<file path="config.mk">
export PLATFORM = sky130hd
export DESIGN_NAME = puf_response_reader
export DESIGN_NICKNAME = d
export VERILOG_FILES = /design/src/rtl/puf_response_reader.sv
export SDC_FILE = /design/constraint.sdc
export NUM_CORES = 1
export LEC_CHECK = 0
export ABC_AREA = 1
export ABC_CLOCK_PERIOD_IN_PS = 5630
export CORE_MARGIN = 4
export CORE_UTILIZATION = 60
export CTS_CLUSTER_DIAMETER = 60
export DETAILED_ROUTE_END_ITERATION = 10
export PLACE_DENSITY_LB_ADDON = 0.3
export RECOVER_POWER = 25
export SYNTH_ARGS = -nofsm -noshare
export SYNTH_HDL_FRONTEND = slang
export SYNTH_SLANG_ARGS = --single-unit
</file>
<file path="constraint.sdc">
create_clock -name clk -period 5.63 [get_ports clk]
set_input_delay 0.8445 -clock clk [delete_from_list [all_inputs] [get_ports clk]]
set_output_delay 0.8445 -clock clk [all_outputs]
set_load 0.02 [all_outputs]
</file>
<file path="src/rtl/puf_response_reader.sv">
// Sweeps every PUF challenge address, re-evaluates the PUF several times per
// address, majority-votes each response bit and streams one record per address.
module puf_response_reader #(
    parameter int ADDR_W    = 4,
    parameter int DATA_W    = 8,
    parameter int NUM_READS = 5,
    parameter int SETTLE    = 4
) (
    input  logic              clk,
    input  logic              rst_n,
    input  logic              start,
    input  logic              abort,
    output logic              puf_start,
    output logic [ADDR_W-1:0] puf_addr,
    input  logic [DATA_W-1:0] puf_resp,
    output logic              out_valid,
    input  logic              out_ready,
    output logic [ADDR_W-1:0] out_addr,
    output logic [DATA_W-1:0] out_data,
    output logic [DATA_W-1:0] out_unstable,
    output logic [7:0]        unstable_total,
    output logic              busy,
    output logic              done
);

    localparam int CW = $clog2(NUM_READS + 1);
    localparam int SW = (SETTLE > 1) ? $clog2(SETTLE) : 1;
    localparam int PW = $clog2(DATA_W + 1);

    localparam logic [2:0] S_IDLE    = 3'd0;
    localparam logic [2:0] S_RESTART = 3'd1;
    localparam logic [2:0] S_SETTLE  = 3'd2;
    localparam logic [2:0] S_SAMPLE  = 3'd3;
    localparam logic [2:0] S_VOTE    = 3'd4;
    localparam logic [2:0] S_PRESENT = 3'd5;

    localparam logic [ADDR_W-1:0] LAST_ADDR   = '1;
    localparam logic [CW-1:0]     READS_LAST  = CW'(NUM_READS - 1);
    localparam logic [CW-1:0]     READS_ALL   = CW'(NUM_READS);
    localparam logic [CW-1:0]     READS_HALF  = CW'(NUM_READS / 2);
    localparam logic [SW-1:0]     SETTLE_LAST = SW'(SETTLE - 1);

    logic [2:0]                 state;
    logic [DATA_W-1:0][CW-1:0]  cnt;
    logic [CW-1:0]              read_cnt;
    logic [SW-1:0]              settle_cnt;
    logic [DATA_W-1:0]          vote_data;
    logic [DATA_W-1:0]          vote_unst;
    logic [PW-1:0]              unst_pop;
    logic [8:0]                 total_sum;

    // Valid/ready: a record transfers on any rising edge where out_valid and
    // out_ready are both high; the record is held unchanged until then.
    always_comb begin
        vote_data = '0;
        vote_unst = '0;
        unst_pop  = '0;
        for (int i = 0; i < DATA_W; i++) begin
            vote_data[i] = (cnt[i] > READS_HALF);
            vote_unst[i] = (cnt[i] != '0) && (cnt[i] != READS_ALL);
            unst_pop     = unst_pop + PW'(vote_unst[i]);
        end
        total_sum = {1'b0, unstable_total} + 9'(unst_pop);
    end

    assign puf_start = (state == S_SETTLE) || (state == S_SAMPLE);
    assign busy      = (state != S_IDLE);

    always_ff @(posedge clk or negedge rst_n) begin
        if (!rst_n) begin
            state          <= S_IDLE;
            cnt            <= '0;
            read_cnt       <= '0;
            settle_cnt     <= '0;
            puf_addr       <= '0;
            out_valid      <= 1'b0;
            out_addr       <= '0;
            out_data       <= '0;
            out_unstable   <= '0;
            unstable_total <= '0;
            done           <= 1'b0;
        end else begin
            done <= 1'b0;
            // Abort wins over everything except an idle start request.
            if (abort && state != S_IDLE) begin
                state     <= S_IDLE;
                out_valid <= 1'b0;
            end else begin
                case (state)
                    S_IDLE: begin
                        if (start) begin
                            state          <= S_RESTART;
                            puf_addr       <= '0;
                            unstable_total <= '0;
                            cnt            <= '0;
                            read_cnt       <= '0;
                        end
                    end
                    S_RESTART: begin
                        settle_cnt <= '0;
                        state      <= S_SETTLE;
                    end
                    S_SETTLE: begin
                        if (settle_cnt == SETTLE_LAST) begin
                            state <= S_SAMPLE;
                        end else begin
                            settle_cnt <= settle_cnt + 1'b1;
                        end
                    end
                    S_SAMPLE: begin
                        for (int i = 0; i < DATA_W; i++) begin
                            cnt[i] <= cnt[i] + CW'(puf_resp[i]);
                        end
                        read_cnt <= read_cnt + 1'b1;
                        state    <= (read_cnt == READS_LAST) ? S_VOTE : S_RESTART;
                    end
                    S_VOTE: begin
                        out_data       <= vote_data;
                        out_unstable   <= vote_unst;
                        out_addr       <= puf_addr;
                        unstable_total <= total_sum[8] ? 8'hFF : total_sum[7:0];
                        out_valid      <= 1'b1;
                        state          <= S_PRESENT;
                    end
                    S_PRESENT: begin
                        if (out_ready) begin
                            out_valid <= 1'b0;
                            if (puf_addr == LAST_ADDR) begin
                                done  <= 1'b1;
                                state <= S_IDLE;
                            end else begin
                                puf_addr <= puf_addr + 1'b1;
                                cnt      <= '0;
                                read_cnt <= '0;
                                state    <= S_RESTART;
                            end
                        end
                    end
                    default: begin
                        state     <= S_IDLE;
                        out_valid <= 1'b0;
                    end
                endcase
            end
        end
    end

endmodule

</file>
==> metrics <==
status finished with violations; violated checks max-capacitance violations, max-slew violations; YS warnings 0; Hold Worst Slack around 0.48 ns; GRT Total Usage 24.4%; Post-CTS Hold Buffers 0; area of the multi-input gates 0.00198 mm2; antenna-violating nets left 0; setup_tns 0 ns; top-count cell post-synth nand2_1; top cell type's share of synthesized area roughly 42%; Post-layout nets about 580; reg2reg setup slack 1.63 ns; leakage roughly 2.4 nW; number of I/O port buffers 48; Synth area leader dfrtp_1; First DRT Iteration DRCs about 210; ANT cells 0; cell count after synthesis 484; largest net degree at the start of global routing 67; Core ar. roughly 0.0063 mm2; via count 3394; routed wl met2 4500 um; routed wl met3 roughly 350 um; maximum clock frequency ~0.25 GHz; worst slew pin tran ~3.5 ns; power per standard cell area around 330 mW/mm2; max_slew headroom -133%; Synth Net Count between 500 and 600; Setup crit end kind flip-flop; top cells by area, synth dfrtp_1, nand2_1, ha_1, o21ai_0, inv_1; DR top layer met4; Final GP Congestion approximately 0.88; CP required around 5.9 ns; CTS root buffer clkbuf_8; worst-case vdd ir drop approximately 310 uV; share of synthesized registers carrying an async set or reset between 90% and 100%; clock skew about 0.0065 ns; Sink Count 66; post-CTS sizing 0; Fin. Hold Viols 0; sequential fraction of the synthesis area between 40% and 50%; Avg Cell Area, Syn 8.04 um2; RSZ-0062 raised after global routing no; synthesized area about 0.004 mm2; io pins 49; synth cell count leaders nand2_1, dfrtp_1, inv_1, o21ai_0; Worst-Skew Late Latency 0.34 ns; final max-slew violation count 67; Placed Cells ~600; min cycle time layout 4.00 ns; # DRC 0; TritonCTS clock tree done; CTS clk-pin slew, worst paths about 0.070 ns; count of flip-flops with a built-in enable after synthesis 0; die area between 0.007 and 0.008 mm2; final WL ~8600 um; final core occ about 73%; initial antenna violation count 0; CP startpoint kind flip-flop; Rows 29; first-pass GRT wire length 14800 um; Non-Filler Instances roughly 610; cts bufs inserted 9; Setup CP Type reg2reg; GRT overflow 0; postcts setup bufs 0; Synth cell types 29; number of global-route vias before repair 3286; Final Power ~1.5 mW; WL/cell between 10 and 15 um; Initial Util between 60% and 70%; Fillers 506; final worst path period share 71.0%; #FFs+latches synth 66; Hold WC Path Type reg2reg; Synth-to-Final Area Change 18.1%; Register Area 0.00165 mm2; final setup vio count 0; vias per inst roughly 5.5; Post-synth top flop dfrtp_1; Chip Height about 90 um; WL met1 about 3600 um; Pre-antenna DRT Iters 5; die width 88.5 um; Final HPWL DP between 5000 and 6000 um; crit-path max FO 6; # H-tree levels 3; Max-Cap Viols 1; clk buf depth 2; Worst EP arrival roughly 4.3 ns; share of cells above drive strength 1 ~5.6%
-- registers in the layout, indices dropped and copies added, names as in the netlist, 2 cells and up --
register and cells:
out_unstable 8, cnt 24, unstable_total 8, out_data 8, state 3, out_addr 4
settle_cnt 2, puf_addr 4, read_cnt 3
-- worst max-delay path, cell delays in order, from the launching register on --
cell,delay [ns]
dfrtp_1,0.41
inv_1,0.07
a21oi_1,0.11
o21ai_0,0.15
fa_1,0.54
inv_1,0.05
fa_1,0.50
fa_1,0.41
inv_1,0.09
fa_1,0.20
inv_1,0.06
fa_1,0.40
o21ai_0,0.38
nand2_1,0.24
nand3_1,0.16
nand2_1,0.07
nand2_1,0.08
-- cell type report --
type	count	area share, %
multi-input cells	356	43.1
flip-flops and latches	66	35.9
repair buffers	50	10.6
inverters	49	4.00
clock buffers	14	3.54
well taps	77	2.10
clock inverters	2	0.762
-- metrics by stage --
stage / worst slack, ns / area, um2
floorplan: 2.05 / 3890
detailed placement: 1.73 / 4400
global route: 1.13 / 4600
global placement: 1.87 / 4400
finish: 1.63 / 4600
CTS: 1.65 / 4600
-- kinds of logic after synthesis --
kind of cell             after synthesis  share of synthesized area [%]
XOR/XNOR                              10                           2.25
buffers and inverters                 62                           6.66
adder cells (fa/ha/maj)               31                           10.9
AND/OR/NAND/NOR                      256                           29.7
flip-flops                            66                           42.4
AO/OA/AOI/OAI                         59                           8.04
-- power breakdown --
group          total [mW]  internal, mW  switching [mW]
clock network       0.404         0.229           0.175
logic               0.546         0.168           0.378
registers           0.571         0.515          0.0557
-- final timing paths --
| kind | from | end | cells past startpoint |
|---|---|---|---|
| worst max-delay path | cnt[2] | unstable_total[3] | 16 |
| worst min-delay path | out_addr[3] | out_addr[3] | 2 |
| worst max register to register | cnt[2] | unstable_total[3] | 16 |
| worst min register to register | out_addr[3] | out_addr[3] | 2 |
| max in group asynchronous | rst_n | unstable_total[1] | 2 |
| min in group asynchronous | rst_n | cnt[4] | 2 |
-- cells in the final DEF, fill, tap and decap left out, types with 4 or more instances in the layout --
master,Yosys,layout
o21ai_0,37,37
clkbuf_1,5,4
xnor2_1,9,9
a21oi_1,18,18
fa_1,5,5
nand2_1,171,171
inv_1,46,46
nor2_1,26,26
ha_1,26,26
clkdlybuf4s50_1,0,47
dfrtp_1,66,66
clkbuf_8,0,11
nand3b_1,17,17
nand3_1,26,26
-- metal layers --
metal  vias up  GRT usage [%]
met5         -              0
met4         0           10.2
met3        14           3.63
met2        93           42.2
met1      1651           30.6
li1       1636              -
(Power assumes the default switching activity.)
